File: src/rtl/instruction_sequencer.sv
`default_nettype none
// ============================================================================
//  Module      : instruction_sequencer
//  Description : Fetch/decode/execute sequencer for the Hydra core; fetches
//                two-word instructions, owns the PC and gates commits.
//  Revision    : 1.0
// ============================================================================
module instruction_sequencer #(
    parameter int ADDR_W   = 10,
    parameter int RESET_PC = 0
) (
    input  logic              clock,
    input  logic              reset,
    input  logic [15:0]       imem_data,
    input  logic              halt,
    input  logic              button_pause,
    input  logic              jump,
    input  logic              branch_cond,
    input  logic [ADDR_W-1:0] jump_target,
    input  logic              io_button,
    output logic [ADDR_W-1:0] imem_addr,
    output logic [15:0]       inst1,
    output logic [15:0]       inst2,
    output logic              exec_en,
    output logic [ADDR_W-1:0] pc,
    output logic              io_waiting,
    output logic              halted,
    output logic [15:0]       retired
);

    localparam logic [ADDR_W-1:0] c_reset_pc = ADDR_W'(RESET_PC);

    typedef enum logic [2:0] {
        S_FETCH1 = 3'd0,
        S_FETCH2 = 3'd1,
        S_DECODE = 3'd2,
        S_EXEC   = 3'd3,
        S_IOWAIT = 3'd4,
        S_HALT   = 3'd5
    } state_t;

    state_t            r_state_q,      w_state_d;
    logic [ADDR_W-1:0] r_pc_q,         w_pc_d;
    logic [15:0]       r_inst1_q,      w_inst1_d;
    logic [15:0]       r_inst2_q,      w_inst2_d;
    logic [15:0]       r_retired_q,    w_retired_d;
    logic              r_io_waiting_q, w_io_waiting_d;
    logic              r_halted_q,     w_halted_d;

    logic              w_commit;
    logic [ADDR_W-1:0] w_pc_plus1;
    logic [ADDR_W-1:0] w_pc_plus2;

    assign w_pc_plus1 = r_pc_q + ADDR_W'(1);
    assign w_pc_plus2 = r_pc_q + ADDR_W'(2);

    always_comb begin
        w_state_d   = r_state_q;
        w_pc_d      = r_pc_q;
        w_inst1_d   = r_inst1_q;
        w_inst2_d   = r_inst2_q;
        w_retired_d = r_retired_q;
        w_commit    = 1'b0;

        case (r_state_q)
            S_FETCH1: w_state_d = S_FETCH2;
            S_FETCH2: begin
                w_inst1_d = imem_data;
                w_state_d = S_DECODE;
            end
            S_DECODE: begin
                w_inst2_d = imem_data;
                w_state_d = S_EXEC;
            end
            S_EXEC: begin
                if (halt) begin
                    w_state_d = S_HALT;
                end else if (button_pause) begin
                    w_state_d = S_IOWAIT;
                end else begin
                    w_commit = 1'b1;
                end
            end
            S_IOWAIT: w_commit = io_button;
            S_HALT:   w_state_d = S_HALT;
            default:  w_state_d = S_FETCH1;
        endcase

        if (w_commit) begin
            w_state_d   = S_FETCH1;
            w_pc_d      = (jump && branch_cond) ? jump_target : w_pc_plus2;
            w_retired_d = r_retired_q + 16'd1;
        end

        w_io_waiting_d = (w_state_d == S_IOWAIT);
        w_halted_d     = (w_state_d == S_HALT);
    end

    always_ff @(posedge clock) begin
        if (reset) begin
            r_state_q      <= S_FETCH1;
            r_pc_q         <= c_reset_pc;
            r_inst1_q      <= 16'd0;
            r_inst2_q      <= 16'd0;
            r_retired_q    <= 16'd0;
            r_io_waiting_q <= 1'b0;
            r_halted_q     <= 1'b0;
        end else begin
            r_state_q      <= w_state_d;
            r_pc_q         <= w_pc_d;
            r_inst1_q      <= w_inst1_d;
            r_inst2_q      <= w_inst2_d;
            r_retired_q    <= w_retired_d;
            r_io_waiting_q <= w_io_waiting_d;
            r_halted_q     <= w_halted_d;
        end
    end

    // The second word sits at pc+1 and wraps past the top of the address space.
    assign imem_addr  = (r_state_q == S_FETCH2) ? w_pc_plus1 : r_pc_q;
    assign exec_en    = w_commit & ~reset;
    assign inst1      = r_inst1_q;
    assign inst2      = r_inst2_q;
    assign pc         = r_pc_q;
    assign io_waiting = r_io_waiting_q;
    assign halted     = r_halted_q;
    assign retired    = r_retired_q;

endmodule
`default_nettype wire

File: config.mk
export PLATFORM = sky130hd
export DESIGN_NAME = instruction_sequencer
export DESIGN_NICKNAME = d
export VERILOG_FILES = /design/src/rtl/instruction_sequencer.sv
export SDC_FILE = /design/constraint.sdc
export NUM_CORES = 1
export LEC_CHECK = 0
export CORE_UTILIZATION = 48
export CTS_CLUSTER_SIZE = 20
export DETAILED_ROUTE_END_ITERATION = 7
export MAX_ROUTING_LAYER = met4
export PLACE_DENSITY_LB_ADDON = 0.15
export SLEW_MARGIN = 20
export SYNTH_ARGS = -nofsm -noshare
export SYNTH_HDL_FRONTEND = slang
export SYNTH_SLANG_ARGS = --single-unit
File: constraint.sdc
create_clock -name clock -period 3.15 [get_ports clock]
set_clock_uncertainty 0.1 [all_clocks]
set_input_delay 0.63 -clock clock [delete_from_list [all_inputs] [get_ports clock]]
set_output_delay 0.63 -clock clock [all_outputs]
set_load 0.02 [all_outputs]
### Yosys cells after proc, flatten, opt, wreduce, memory -nomap -nowiden

Index checks and enable logic that the tools add are counted.

* output and inout bits: 71
* input port bits: 33
* bits in registers: 63

* bitwise operators: 2
* mux-type cells: 9
* eq/ne operators: 7
* reductions and logical operators: 2
* add/subtract/negate cells: 3

Operator list (count)
* 10-bit 2-to-1 mux: 2
* 3-bit case mux with 6 select lines: 1
* 16-bit by 1-bit adder with 16-bit output, second input constant: 1
* 3-bit equality test, second input constant: 4
* 10-bit by 1-bit adder with 10-bit output, second input constant: 1
* 10-bit by 2-bit adder with 10-bit output, second input constant: 1
* 3-bit 2-to-1 mux: 3
* 3-bit by 2-bit equality test with 1-bit output, second input constant: 2
* 3-bit by 1-bit equality test with 1-bit output, second input constant: 1
* 3-bit zero test: 1
* 1-bit 2-to-1 mux: 2
* 1-bit case mux with 2 select lines: 1
* 1-bit AND: 1
* 1-bit logical AND: 1
* 1-bit inverter: 1

### Logic depth before layout (Yosys ltp)

* word-level depth: 5
* gate-level depth with buffers: 7

### Worst setup path after synthesis

No wires, ideal clock.

* path kind: flip-flop to output port
* start: register r_state_q[1]
* end: output imem_addr[7]
* slack: 793 ps
* cell stages (with the launch flop): 6
* required time: 2420 ps
* arrival time: 1627 ps
* path buffers: 2
* cells stage by stage: dfxtp_1 > buf_2 > nor3b_1 > buf_2 > nand3_1 > xnor2_1

* cells in the longest elaborated chain, start to end: 2

RTL lines
* from (decl): RTL line 42 `state_t r_state_q, w_state_d;`
* from (signal assigned): RTL line 109 `r_state_q <= w_state_d;`
* 3-bit by 1-bit equality test with 1-bit output: RTL line 120 `assign imem_addr = (r_state_q == S_FETCH2) ? w_pc_plus1 : r_pc_q;`
* 10-bit 2-to-1 mux: RTL line 120
* to (decl): RTL line 21 `output logic [ADDR_W-1:0] imem_addr,`

No other way between the ends.

### Worst setup path after layout

* start: input button_pause
* end: output exec_en

* cells in the longest elaborated chain, start to end: 4

RTL lines
* from (decl): RTL line 16 `input logic button_pause,`
* 1-bit 2-to-1 mux: RTL line 78 `end else if (button_pause) begin`
* 1-bit 2-to-1 mux: RTL line 76 `if (halt) begin`
* 1-bit case mux with 2 select lines: RTL line 65 `case (r_state_q)`
* 1-bit AND: RTL line 121 `assign exec_en = w_commit & ~reset;`
* to (decl): RTL line 24 `output logic exec_en,`

No other way between the ends.

==> results.cfg <==
[synth]
synth-simple-area-share_pct = 28.0
synth_edf_count = 0
synth_compound_area_share_pct = 17.8
async_reset_ff_share_pct = 0
netlist_top_cells_count = 88 x nand2_1, 63 x dfxtp_1, 52 x a21oi_1
synthCells = 373
synth_top_family_by_area = simple AND/OR/NAND/NOR gates
syn_area_per_cell_um2 = 7.83
synth_fp_nets = 409
ys_seq_area_share_pct = 43.2
synthFlopType = dfxtp_1
yosysWarnings = 0
yosysUniqueCellTypes = 42
synth_top_area_share_pct = 43.2
yosysTopAreaCell = dfxtp_1
synth_xor_area_share_pct = 3.30
synth.most_common_cell = nand2_1
synth_fa_ha_area_share_pct = 1.28
synth_area_mm2 = 0.00292
synth_mux_area_share_pct = 1.16
synth.area.top_cells = dfxtp_1 43%, nand2_1 11%, a21oi_1 8.9%, xnor2_1 3.0%, nand3_1 2.9%
synth_seq_cells = 63

[clock_network]
clock-root-buffer = clkbuf_8
clock_latency_ns = 0.34
cts_tree = yes
clkTransAtPathRegs_ns = 0.07
cts_hold_repair.buffers = 0
cts_buffers = 9
htreeDepth = 3
clock_path_buffers = 2
clock-sinks = 63

[worst_setup_path]
path_buf_inv = 2
worstPathRequired_ns = 2.42
critPathMostFrequentCell = clkdlybuf4s50_1
critPathLaunchType = input pin
crit_family = buffers and inverters
cpPeakStageDelay_ns = 0.64
cp.arrival_ns = 2.34
cp_cell_sequence = clkdlybuf4s50_1 > or2_0 > o21a_1 > nor2_1 > clkdlybuf4s50_1
crit_type = input pin to output pin
cp_max_fo = 2
endpoint_kind = output pin
cp_slowest_cell = clkdlybuf4s50_1

[cells_and_area]
fin_nets = 504
diodes = 0
syn2layout_area_growth_pct = 43.8
drive_above_1_share_pct = 7.19

[global_route]
grt_pass1_wl_mm = 12.2
grt_pass1_vias = 2698
grt_antenna_before_repair = 0
track_usage_pct = 25.8
grt_max_degree = 66
overflow = 0

[power]
switching_share_pct = 27.9
power.density_mw_per_mm2 = 485
p_int_mw = 1.47
ir_worst_vdd_uv = 300
p_comb_share_pct = 19.5
leakage_nw = 1.46
p_clk_share_pct = 37.4
p_switching_mw = 0.568
sequentialPowerShare_pct = 43.1
total_power_mw = 2.04

[sta]
finalSetupViolations = 0
timing.final.crit_share_pct = 97.5
fin_crit_ns = 3.07
tightest_slew_ns = 0.679
rsz0062_at_grt = no
timing_hold_violations_final = 0
tns_ns = 0
slew_headroom_pct = 54.7
slew_violations = 0
fmax_ghz = 0.326

[die]
die_h_um = 80.0
initial_core_util_pct = 49.6
die_w_um = 80.0
dieArea_mm2 = 0.00640
io_pins = 104
core_area_mm2 = 0.00589
std_cell_rows = 28

[drt]
ant_nets = 0
routed_wl_mm = 7.86
drt_iter0_drc = 127
drc = 0
avgViaCountPerCell = 5.47
wire_per_inst_um = 14.3
vias = 2996
first_pass_iters = 4

[placement]
gp_congestion = 0.869
port_buffers = 103
dpl.hpwl_mm = 5.30

[min_path]
min_path_type = flip-flop to flip-flop

[outcome]
outcome = finished clean

[job]
cap_violations = 0
## worst register-to-register path: cells and delay by family, from the launching register on
kind            cells  cell delay [ns]
flops               1             0.53
buf+inv             1             0.22
compound gates      1             0.23
simple gates        2             0.45
mux                 1             0.37
## power groups by stage
stage,clock network (mW),logic [mW],registers (mW)
after detailed placement,0,0.397,0.895
after global routing,0.818,0.431,0.883
after floorplan,0,0.172,0.937
after global placement,0,0.392,0.893
after CTS,0.778,0.399,0.877
final,0.763,0.397,0.878
## layer usage
metal  up-vias  global-route usage (%)  part of all wire [%]
met4         0                    10.2                   1.6
li1       1484                       -                     -
met1      1398                    30.0                    43
met3        13                    6.86                   5.8
met5         -                       -                     0
met2       101                    42.4                    50
## state kept, by name (all words and copies together), names as in the netlist
| register | count |
|---|---|
| retired | 16 |
| io_waiting | 1 |
| inst2 | 16 |
| pc | 10 |
| halted | 1 |
| r_state_q | 3 |
| inst1 | 16 |
## cells by family (layout without fill, tap and decap cells)
group,after synthesis,in the layout
adder cells (fa/ha/maj),3,3
multiplexers,3,3
AO/OA/AOI/OAI,91,91
flip-flops,63,63
buffers and inverters,35,135
XOR/XNOR,11,11
AND/OR/NAND/NOR,167,167
## worst paths after layout
check                                             start                  endpoint  slack [ns]  cells after the start
worst min register to register    inst1[2]$_SDFFE_PP0N_     inst1[2]$_SDFFE_PP0N_        0.35                      2
worst max-delay path                       button_pause                   exec_en        0.08                      5
worst min-delay path              inst1[2]$_SDFFE_PP0N_     inst1[2]$_SDFFE_PP0N_        0.35                      2
worst max register to register  r_state_q[1]$_SDFF_PP0_  retired[11]$_SDFFE_PP0N_        1.14                      5
## layout make-up
class | count | area (µm²)
Timing Repair Buffer | 112 | 1090
Inverter | 7 | 26.3
Fill cell | 478 | 1680
Multi-Input combinational cell | 275 | 1510
Tap cell | 75 | 93.8
Sequential cell | 63 | 1260
Clock buffer | 10 | 128
Clock inverter | 6 | 83.8
## cell usage in the layout, fill, tap and decap left out, types with 4 or more instances in the layout
master	synthesis	layout
buf_4	0	9
o21ai_0	16	15
nand2_1	88	88
nor3_1	4	4
nor2b_1	4	4
or3_1	5	5
nor2_1	15	15
a21oi_1	52	52
clkdlybuf4s50_1	0	102
xnor2_1	10	10
nand3_1	17	17
dfxtp_1	63	61
nand4_1	6	6
o31ai_1	8	8
clkbuf_8	0	9
or4_1	9	9
inv_1	7	7
## stage by stage
step	instances	hold WS, ns	setup slack (ns)	utilization [%]	area, µm²
floorplan	373	0.433	0.793	-	2920
global placement	532	0.341	0.112	67.7	3990
detailed placement	532	0.345	0.0956	67.7	3990
CTS	548	0.355	0.0565	71.3	4200
global route	548	0.366	0.0146	71.4	4200
finish	548	0.353	0.0791	71.4	4200
## timing repair
action | 4_1_cts | 5_1_grt
setup buffers | 0 | 0
resized for setup | 0 | 3
endpoints found under the setup margin | 0 | 3
Power figures use the tool's default switching activity.
